--- config.mk ---
export PLATFORM = sky130hd
export DESIGN_NAME = hourclock_set_ctrl_flat
export DESIGN_NICKNAME = d
export VERILOG_FILES = /design/src/rtl/hourclock_set_if.sv /design/src/rtl/hourclock_set_ctrl.sv /design/src/flat_wrapper.sv
export SDC_FILE = /design/constraint.sdc
export NUM_CORES = 1
export LEC_CHECK = 0
export CORE_UTILIZATION = 57
export CTS_CLUSTER_DIAMETER = 200
export CTS_CLUSTER_SIZE = 30
export DETAILED_ROUTE_END_ITERATION = 12
export GPL_TIMING_DRIVEN = 1
export PLACE_DENSITY = 0.93
export SYNTH_ARGS = -nofsm -noshare
export SYNTH_HDL_FRONTEND = slang
export SYNTH_SLANG_ARGS = --single-unit
--- constraint.sdc ---
create_clock -name clk -period 5.3 [get_ports clk]
set_input_delay 1.325 -clock clk [delete_from_list [all_inputs] [get_ports clk]]
set_output_delay 1.325 -clock clk [all_outputs]
set_load 0.005 [all_outputs]
--- src/rtl/hourclock_set_if.sv ---
`default_nettype none
// ============================================================================
// Module   : hourclock_set_if
// Brief    : Button, current-time and load-value bundle between the set
//            controller and its surroundings.
// Revision : 1.0
// ============================================================================
interface hourclock_set_if;
    logic       run_en;
    logic       btn_mode;
    logic       btn_inc;
    logic       cur_pm;
    logic [7:0] cur_hour;
    logic [7:0] cur_min;
    logic [7:0] cur_sec;
    logic       clk_ena;
    logic       load;
    logic       set_pm;
    logic [7:0] set_hour;
    logic [7:0] set_min;
    logic [7:0] set_sec;
    logic [2:0] mode_o;
    logic       editing;

    modport master (
        output run_en, btn_mode, btn_inc, cur_pm, cur_hour, cur_min, cur_sec,
        input  clk_ena, load, set_pm, set_hour, set_min, set_sec, mode_o, editing
    );

    modport slave (
        input  run_en, btn_mode, btn_inc, cur_pm, cur_hour, cur_min, cur_sec,
        output clk_ena, load, set_pm, set_hour, set_min, set_sec, mode_o, editing
    );
endinterface
`default_nettype wire

--- src/rtl/hourclock_set_ctrl.sv ---
`default_nettype none
// ============================================================================
// Module   : hourclock_set_ctrl
// Brief    : Prescaled advance-enable plus button-driven BCD time-set FSM
//            that freezes, edits and commits the hourclock time.
// Revision : 1.0
// ============================================================================
module hourclock_set_ctrl #(
    parameter int TICK_DIV = 10,
    parameter int CNT_W    = 16
) (
    input wire             clk,
    input wire             reset,
    hourclock_set_if.slave bus
);

    localparam logic [2:0] S_RUN     = 3'd0;
    localparam logic [2:0] S_SET_HR  = 3'd1;
    localparam logic [2:0] S_SET_MIN = 3'd2;
    localparam logic [2:0] S_SET_SEC = 3'd3;
    localparam logic [2:0] S_COMMIT  = 3'd4;

    localparam logic [CNT_W-1:0] c_TICK_LAST = CNT_W'(TICK_DIV - 1);

    logic [2:0]       r_state;
    logic [2:0]       w_state_nxt;
    logic [CNT_W-1:0] r_cnt;
    logic             r_clk_ena;
    logic             r_set_pm;
    logic [7:0]       r_set_hour;
    logic [7:0]       r_set_min;
    logic [7:0]       r_set_sec;
    logic             w_load;
    logic             w_editing;
    logic             w_inc;

    // Mode has priority: an increment arriving with mode is dropped.
    assign w_inc = bus.btn_inc & ~bus.btn_mode;

    // Returns {pm, hour}. Hours run 01..12; only 11->12 flips pm.
    function automatic logic [8:0] f_hour_inc(input logic [7:0] h, input logic pm);
        logic valid;
        valid = (h != 8'h00) && (h <= 8'h12) && (h[3:0] <= 4'd9);
        if (!valid || h == 8'h12)
            f_hour_inc = {pm, 8'h01};
        else if (h == 8'h11)
            f_hour_inc = {~pm, 8'h12};
        else if (h[3:0] == 4'd9)
            f_hour_inc = {pm, h[7:4] + 4'd1, 4'd0};
        else
            f_hour_inc = {pm, h[7:4], h[3:0] + 4'd1};
    endfunction

    // Minutes/seconds run 00..59; anything outside BCD 00..59 restarts at 00.
    function automatic logic [7:0] f_ms_inc(input logic [7:0] v);
        logic valid;
        valid = (v[7:4] <= 4'd5) && (v[3:0] <= 4'd9);
        if (!valid || v == 8'h59)
            f_ms_inc = 8'h00;
        else if (v[3:0] == 4'd9)
            f_ms_inc = {v[7:4] + 4'd1, 4'd0};
        else
            f_ms_inc = {v[7:4], v[3:0] + 4'd1};
    endfunction

    // ------------------------------------------------------------------ FSM
    always_ff @(posedge clk or negedge reset) begin
        if (!reset)
            r_state <= S_RUN;
        else
            r_state <= w_state_nxt;
    end

    always_comb begin
        w_state_nxt = r_state;
        case (r_state)
            S_RUN:     if (bus.btn_mode) w_state_nxt = S_SET_HR;
            S_SET_HR:  if (bus.btn_mode) w_state_nxt = S_SET_MIN;
            S_SET_MIN: if (bus.btn_mode) w_state_nxt = S_SET_SEC;
            S_SET_SEC: if (bus.btn_mode) w_state_nxt = S_COMMIT;
            S_COMMIT:  w_state_nxt = S_RUN;
            default:   w_state_nxt = S_RUN;
        endcase
    end

    always_comb begin
        w_load    = 1'b0;
        w_editing = 1'b0;
        case (r_state)
            S_SET_HR, S_SET_MIN, S_SET_SEC: w_editing = 1'b1;
            S_COMMIT:                       w_load    = 1'b1;
            default: ;
        endcase
    end

    // ------------------------------------------------------------ prescaler
    // Counter is parked at zero outside RUN so every return to RUN yields a
    // full TICK_DIV interval before the first enable.
    always_ff @(posedge clk or negedge reset) begin
        if (!reset) begin
            r_cnt     <= '0;
            r_clk_ena <= 1'b0;
        end else begin
            r_clk_ena <= 1'b0;
            if (r_state != S_RUN || bus.btn_mode) begin
                r_cnt <= '0;
            end else if (bus.run_en) begin
                if (r_cnt == c_TICK_LAST) begin
                    r_cnt     <= '0;
                    r_clk_ena <= 1'b1;
                end else begin
                    r_cnt <= r_cnt + CNT_W'(1);
                end
            end
        end
    end

    // -------------------------------------------------------- shadow values
    always_ff @(posedge clk or negedge reset) begin
        if (!reset) begin
            r_set_pm   <= 1'b0;
            r_set_hour <= 8'h12;
            r_set_min  <= 8'h00;
            r_set_sec  <= 8'h00;
        end else begin
            case (r_state)
                S_RUN: begin
                    if (bus.btn_mode) begin
                        r_set_pm   <= bus.cur_pm;
                        r_set_hour <= bus.cur_hour;
                        r_set_min  <= bus.cur_min;
                        r_set_sec  <= bus.cur_sec;
                    end
                end
                S_SET_HR: begin
                    if (w_inc)
                        {r_set_pm, r_set_hour} <= f_hour_inc(r_set_hour, r_set_pm);
                end
                S_SET_MIN: begin
                    if (w_inc)
                        r_set_min <= f_ms_inc(r_set_min);
                end
                S_SET_SEC: begin
                    if (w_inc)
                        r_set_sec <= f_ms_inc(r_set_sec);
                end
                default: ;
            endcase
        end
    end

    assign bus.clk_ena  = r_clk_ena;
    assign bus.load     = w_load;
    assign bus.set_pm   = r_set_pm;
    assign bus.set_hour = r_set_hour;
    assign bus.set_min  = r_set_min;
    assign bus.set_sec  = r_set_sec;
    assign bus.mode_o   = r_state;
    assign bus.editing  = w_editing;

endmodule
`default_nettype wire
--- src/flat_wrapper.sv ---
// flat-port wrapper written by rule: the top's interface ports become plain ports
module hourclock_set_ctrl_flat 
#(
    parameter int TICK_DIV = 10,
    parameter int CNT_W    = 16
)
  (clk, reset, bus_run_en, bus_btn_mode, bus_btn_inc, bus_cur_pm, bus_cur_hour, bus_cur_min, bus_cur_sec, bus_clk_ena, bus_load, bus_set_pm, bus_set_hour, bus_set_min, bus_set_sec, bus_mode_o, bus_editing);
  hourclock_set_if bus_i ();
  input wire clk;
  input wire reset;
  input wire logic [$bits(bus_i.run_en)-1:0] bus_run_en;
  input wire logic [$bits(bus_i.btn_mode)-1:0] bus_btn_mode;
  input wire logic [$bits(bus_i.btn_inc)-1:0] bus_btn_inc;
  input wire logic [$bits(bus_i.cur_pm)-1:0] bus_cur_pm;
  input wire logic [$bits(bus_i.cur_hour)-1:0] bus_cur_hour;
  input wire logic [$bits(bus_i.cur_min)-1:0] bus_cur_min;
  input wire logic [$bits(bus_i.cur_sec)-1:0] bus_cur_sec;
  output wire logic [$bits(bus_i.clk_ena)-1:0] bus_clk_ena;
  output wire logic [$bits(bus_i.load)-1:0] bus_load;
  output wire logic [$bits(bus_i.set_pm)-1:0] bus_set_pm;
  output wire logic [$bits(bus_i.set_hour)-1:0] bus_set_hour;
  output wire logic [$bits(bus_i.set_min)-1:0] bus_set_min;
  output wire logic [$bits(bus_i.set_sec)-1:0] bus_set_sec;
  output wire logic [$bits(bus_i.mode_o)-1:0] bus_mode_o;
  output wire logic [$bits(bus_i.editing)-1:0] bus_editing;
  assign bus_i.run_en = bus_run_en;
  assign bus_i.btn_mode = bus_btn_mode;
  assign bus_i.btn_inc = bus_btn_inc;
  assign bus_i.cur_pm = bus_cur_pm;
  assign bus_i.cur_hour = bus_cur_hour;
  assign bus_i.cur_min = bus_cur_min;
  assign bus_i.cur_sec = bus_cur_sec;
  assign bus_clk_ena = bus_i.clk_ena;
  assign bus_load = bus_i.load;
  assign bus_set_pm = bus_i.set_pm;
  assign bus_set_hour = bus_i.set_hour;
  assign bus_set_min = bus_i.set_min;
  assign bus_set_sec = bus_i.set_sec;
  assign bus_mode_o = bus_i.mode_o;
  assign bus_editing = bus_i.editing;
  hourclock_set_ctrl #(.TICK_DIV(TICK_DIV), .CNT_W(CNT_W)) u_core (.clk(clk), .reset(reset), .bus(bus_i));
endmodule
; ---- Yosys cells after proc, flatten, opt, wreduce, memory -nomap -nowiden
; Index checks and enable logic that the tools add are counted.
[totals]
wordCells = 109
ff_bits = 45
[op_classes]
mux = 32
bitwise_logic = 3
order_cmp = 6
addsub = 7
reduce_logical = 27
eq_ne = 24
[ops]
columns = op, count
row1 = two-way mux 8 bit, 11
row2 = two-way mux 16 bit, 3
row3 = case mux 8 bit (2 select lines), 3
row4 = "adder 4 x 1 -> 4 bit, second input constant", 6
row5 = two-way mux 9 bit, 2
row6 = "adder 16 x 1 -> 16 bit, second input constant", 1
row7 = "equality test 16 x 4 -> 1 bit, second input constant", 1
row8 = "equality test 8 x 5 -> 1 bit, second input constant", 2
row9 = "equality test 8 x 7 -> 1 bit, second input constant", 2
row10 = AND reduction 4 bit, 4
row11 = "equality test 4 bit, second input constant", 3
row12 = "less-or-equal comparator 4 bit, second input constant", 3
row13 = two-way mux 3 bit, 4
row14 = case mux 3 bit (4 select lines), 1
row15 = "inequality test 2 bit, second input constant", 5
row16 = AND reduction 3 bit, 3
row17 = "less-or-equal comparator 4 x 3 -> 1 bit, second input constant", 2
row18 = "less-or-equal comparator 8 x 5 -> 1 bit, second input constant", 1
row19 = "inequality test 2 x 1 -> 1 bit, second input constant", 4
row20 = nonzero test 2 bit, 4
row21 = nonzero test 8 bit, 1
row22 = two-way mux 1 bit, 7
row23 = "equality test 3 x 2 -> 1 bit, second input constant", 2
row24 = "inequality test 3 x 1 -> 1 bit, second input constant", 2
row25 = 13 further kinds, 22

; ---- Longest topological paths before layout
[logic_depth]
ltp_word = 8
mapped_depth = 8
depth_no_buf = 6

; ---- Worst setup path before layout
; OpenSTA, ideal clock, no wires.
[synth_timing]
kind = input to register
start = input bus_btn_mode
end = register u_core.r_set_sec[4], in the netlist u_core.bus.set_sec[4]
required_ns = 5.175
arrival_time_ns = 2.503
stages = 5
slack_ns = 2.672
n_path_buf = 1
path_cell_list = buf_4 > or3b_4 > a21oi_4 > nand2_2 > mux2_4
[synth_between]
elab_chain_cells = 4
word_cells_on_any_way = 5
cone_classes = eq/ne: 2 / bitwise: 2 / reduce/logical: 1
[synth_lines]
columns = element, line_no
row1 = start: declaration, flat_wrapper.sv:12  ; input wire logic [$bits(bus_i.btn_mode)-1:0] bus_btn_mode;
row2 = inverter 1 bit, hourclock_set_ctrl.sv:38  ; assign w_inc = bus.btn_inc & ~bus.btn_mode;
row3 = bitwise AND 1 bit, hourclock_set_ctrl.sv:38
row4 = inequality test 2 x 1 -> 1 bit (no line), -
row5 = AND reduction 4 bit (no line) (*), -
row6 = end signal: assignment, hourclock_set_ctrl.sv:132  ; r_set_sec <= bus.cur_sec;
row7 = end signal: assignment, hourclock_set_ctrl.sv:145  ; r_set_sec <= f_ms_inc(r_set_sec);
row8 = end: declaration, hourclock_set_ctrl.sv:32  ; logic [7:0] r_set_sec;
; Every way passes the cells marked *; elsewhere a longest branch is shown, timed or not.
; A chain may end at the register's enable or synchronous reset.

; ---- Worst setup path in the final report
[layout_timing]
start = input bus_btn_mode
end = register u_core.r_cnt[9]
[layout_between]
elab_chain_cells = 2
word_cells_on_any_way = 3
cone_classes = mux: 1 / reduce/logical: 2
[layout_lines]
columns = element, line_no
row1 = logical OR 1 bit (*), hourclock_set_ctrl.sv:105  ; if (r_state != S_RUN || bus.btn_mode) begin
row2 = two-way mux 16 bit / nonzero test 2 bit (equally long branches), -
row3 = end signal: assignment, hourclock_set_ctrl.sv:112  ; r_cnt <= r_cnt + CNT_W'(1);
row4 = end: declaration, hourclock_set_ctrl.sv:27  ; logic [CNT_W-1:0] r_cnt;
; Marks and branches as above.

==> impl_metrics.ini <==
[critical_path]
start_kind = input port
cp-end-kind = flip-flop
required_ps = 5510
path_max_fanout = 19
r2r_slack_ps = 2670
crit_path_top_delay_cell = clkdlybuf4s50_1
critPathKind = input port to flip-flop
slowest_delay_ps = 590
crit_arrival_ps = 3480
worstPathCellList = clkdlybuf4s50_1 > nor4_2 > buf_4 > and2_1 > a41oi_1 > a31oi_1

[synth]
synth_top_cell_area_share_pct = 34.0
synthDistinctLibCells = 73
synth_largest_area_cell = dfrtp_1
synth_warnings = 0
post_synth.cell_area_avg_um2 = 9.27
synth.cell_area_um2 = 3170
synth_area_leaders = dfrtp_1 34%, a31oi_1 4.3%, ha_1 4.3%
synthCells = 342
ys_seq_area_share_pct = 35.6
synth_fp_nets = 383
synth-main-ff-cell = dfrtp_1
ys_ff_latch = 45
ys_async_sr_fraction_pct = 100
synth-edff-count = 0

[global_route]
grt_usage_pct = 26.8
grt_max_degree = 46
overflow = 0
grt_pass1_wl_um = 12900
use_met3_pct = 4.19
antenna_found_initial = 0
grt_pass1_vias = 2857
grt_busiest_layer = met2
met2_usage_pct = 44.6
met1_usage_pct = 34.9

[clock_network]
numCtsBuffers = 5
cts-resized-gates = 0
h-tree-depth = 2
cts_sinks = 45
post_cts_buffers = 0
holdBufCountCts = 0
root_buffer = clkbuf_8
worstSkewPairLatency_ps = 290
clk_pin_slew_ps = 80
cts_tree = yes
clock_path_buffers = 2

[routing]
wire_per_inst_um = 16.3
drt-pass1-iter-count = 5
ant_nets = 0
drc = 0
first_iter_violations = 171
via_per_inst = 6.53
wl_um = 7520
vias = 3016

[timing]
hold_viol_final = 0
tightest_slew_ps = 1130
clock-skew-final_ps = 8.27
clock.fmax_mhz = 305
fin_crit_sh_pct = 61.8
period_needed_ps = 3270
finalSetupTns_ps = 0
report.final.slew_viol_count = 0
rsz0062_at_grt = no
finalSetupViolations = 0
max-slew-margin-rel_pct = 24.7

[power]
total_power_mw = 1.84
p_leak_nw = 1.56
vdd_drop_max_uv = 282
power_density_nw_per_um2 = 476

[place]
gp_congestion = 0.885
io_buffers = 60
dpl.hpwl_um = 5220

[final_layout]
num-fill-cells = 390
finish.net_count = 432
area_growth_pct = 21.8
n_antenna_cell = 0
drive_gt1_share_pct = 7.40

[die]
die_h_um = 76.6
io_pins = 61
die_w_um = 76.6
start_util_pct = 60.5
die-area_um2 = 5860
coreArea_um2 = 5240
std_cell_rows = 26

[hold_path]
hold_path_class = flip-flop to flip-flop

[status]
status = finished clean

[job]
maxCapViolations = 0
## cell type report
| cell class | instances | area [µm²] | area share [%] |
|---|---|---|---|
| Clock buffer | 6 | 72.6 | 1.88 |
| Clock inverter | 2 | 35.0 | 0.908 |
| Inverter | 17 | 63.8 | 1.65 |
| Multi-Input combinational cell | 261 | 1870 | 48.4 |
| Sequential cell | 45 | 1130 | 29.2 |
| Tap cell | 70 | 87.6 | 2.27 |
| Timing Repair Buffer | 61 | 603 | 15.6 |
## registers in the layout (all words and copies together) (netlist names)
signal,flops
u_core.bus.set_pm,1
u_core.bus.clk_ena,1
u_core.bus.set_sec,8
u_core.r_cnt,16
u_core.bus.mode_o,3
u_core.bus.set_hour,8
u_core.bus.set_min,8
## routing by layer
| metal | wire [µm] | vias up |
|---|---|---|
| met5 | 0 | - |
| met4 | 141 | 0 |
| met3 | 499 | 16 |
| met2 | 3650 | 161 |
| met1 | 3230 | 1431 |
| li1 | - | 1408 |
## synth_stat cells, types with 4 or more instances
cell,instances
a2bb2oi_1,5
a41oi_1,6
nand2b_1,7
o21ai_1,10
a22o_1,5
nor2_1,19
mux2i_1,5
o211ai_1,4
o21ai_0,7
and3_1,7
o22ai_1,5
nor3_1,4
nand2_1,27
a31oi_1,22
nand3_1,18
nor2b_1,5
inv_1,17
buf_2,6
nand4_1,7
clkbuf_1,6
dfrtp_1,43
and2_1,6
nand4bb_1,4
a21oi_1,7
ha_1,11
## final timing paths
| kind | startpoint | end | depth (start not counted) |
|---|---|---|---|
| setup reg to reg | u_core.r_cnt[1]$_DFFE_PN0P_ | u_core.r_cnt[5]$_DFFE_PN0P_ | 6 |
| setup / recovery | bus_btn_mode | u_core.r_cnt[9]$_DFFE_PN0P_ | 6 |
| max in group asynchronous | reset | u_core.r_cnt[9]$_DFFE_PN0P_ | 1 |
| hold / removal | u_core.r_cnt[14]$_DFFE_PN0P_ | u_core.r_cnt[14]$_DFFE_PN0P_ | 1 |
| min in group asynchronous | reset | u_core.bus.set_min[2]$_DFFE_PN0P_ | 1 |
| hold reg to reg | u_core.r_cnt[14]$_DFFE_PN0P_ | u_core.r_cnt[14]$_DFFE_PN0P_ | 1 |
## logic make-up after synthesis
kind of cell,Yosys count,synth area share (%)
mux,9,3.24
fa+ha+maj,11,4.34
buf+inv,36,5.45
simple gates,136,26.0
flops,45,35.6
xor+xnor,2,0.553
compound gates,103,24.8
## layout by cell type (no fill, tap or decap), drive strengths merged, types with 6 or more instances in the layout
cell	count
clkdlybuf4s50	59
dfrtp	43
nand2	29
a31oi	23
nor2	19
nand3	18
inv	17
o21ai	17
ha	11
a21oi	8
nand4	7
nand2b	7
and3	7
and2	7
a41oi	6
clkbuf	6
## per-stage QoR
step                      utilization (%)  instance area, µm²  cells  hold WS [ps]  worst slack [ps]
after global placement               71.6                3750    454           515              1850
after global routing                 73.7                3860    462           564              1840
after detailed placement             71.6                3750    454           528              1770
final                                73.7                3860    462           544              2030
after floorplan                         -                3170    342           475              2670
after CTS                            73.7                3860    462           543              2060
## report_power, final
group	internal, mW	switching (mW)	leakage [nW]	total, mW
clock	0.140	0.118	0.0552	0.258
sequential	0.451	0.208	0.574	0.660
combinational	0.499	0.419	0.934	0.918
## worst max-delay path: cells and delay by family
| family | cells | cell delay, ps |
|---|---|---|
| AND/OR/NAND/NOR | 2 | 900 |
| AO/OA/AOI/OAI | 2 | 430 |
| buffers and inverters | 2 | 830 |
Power figures use the tool's default switching activity.
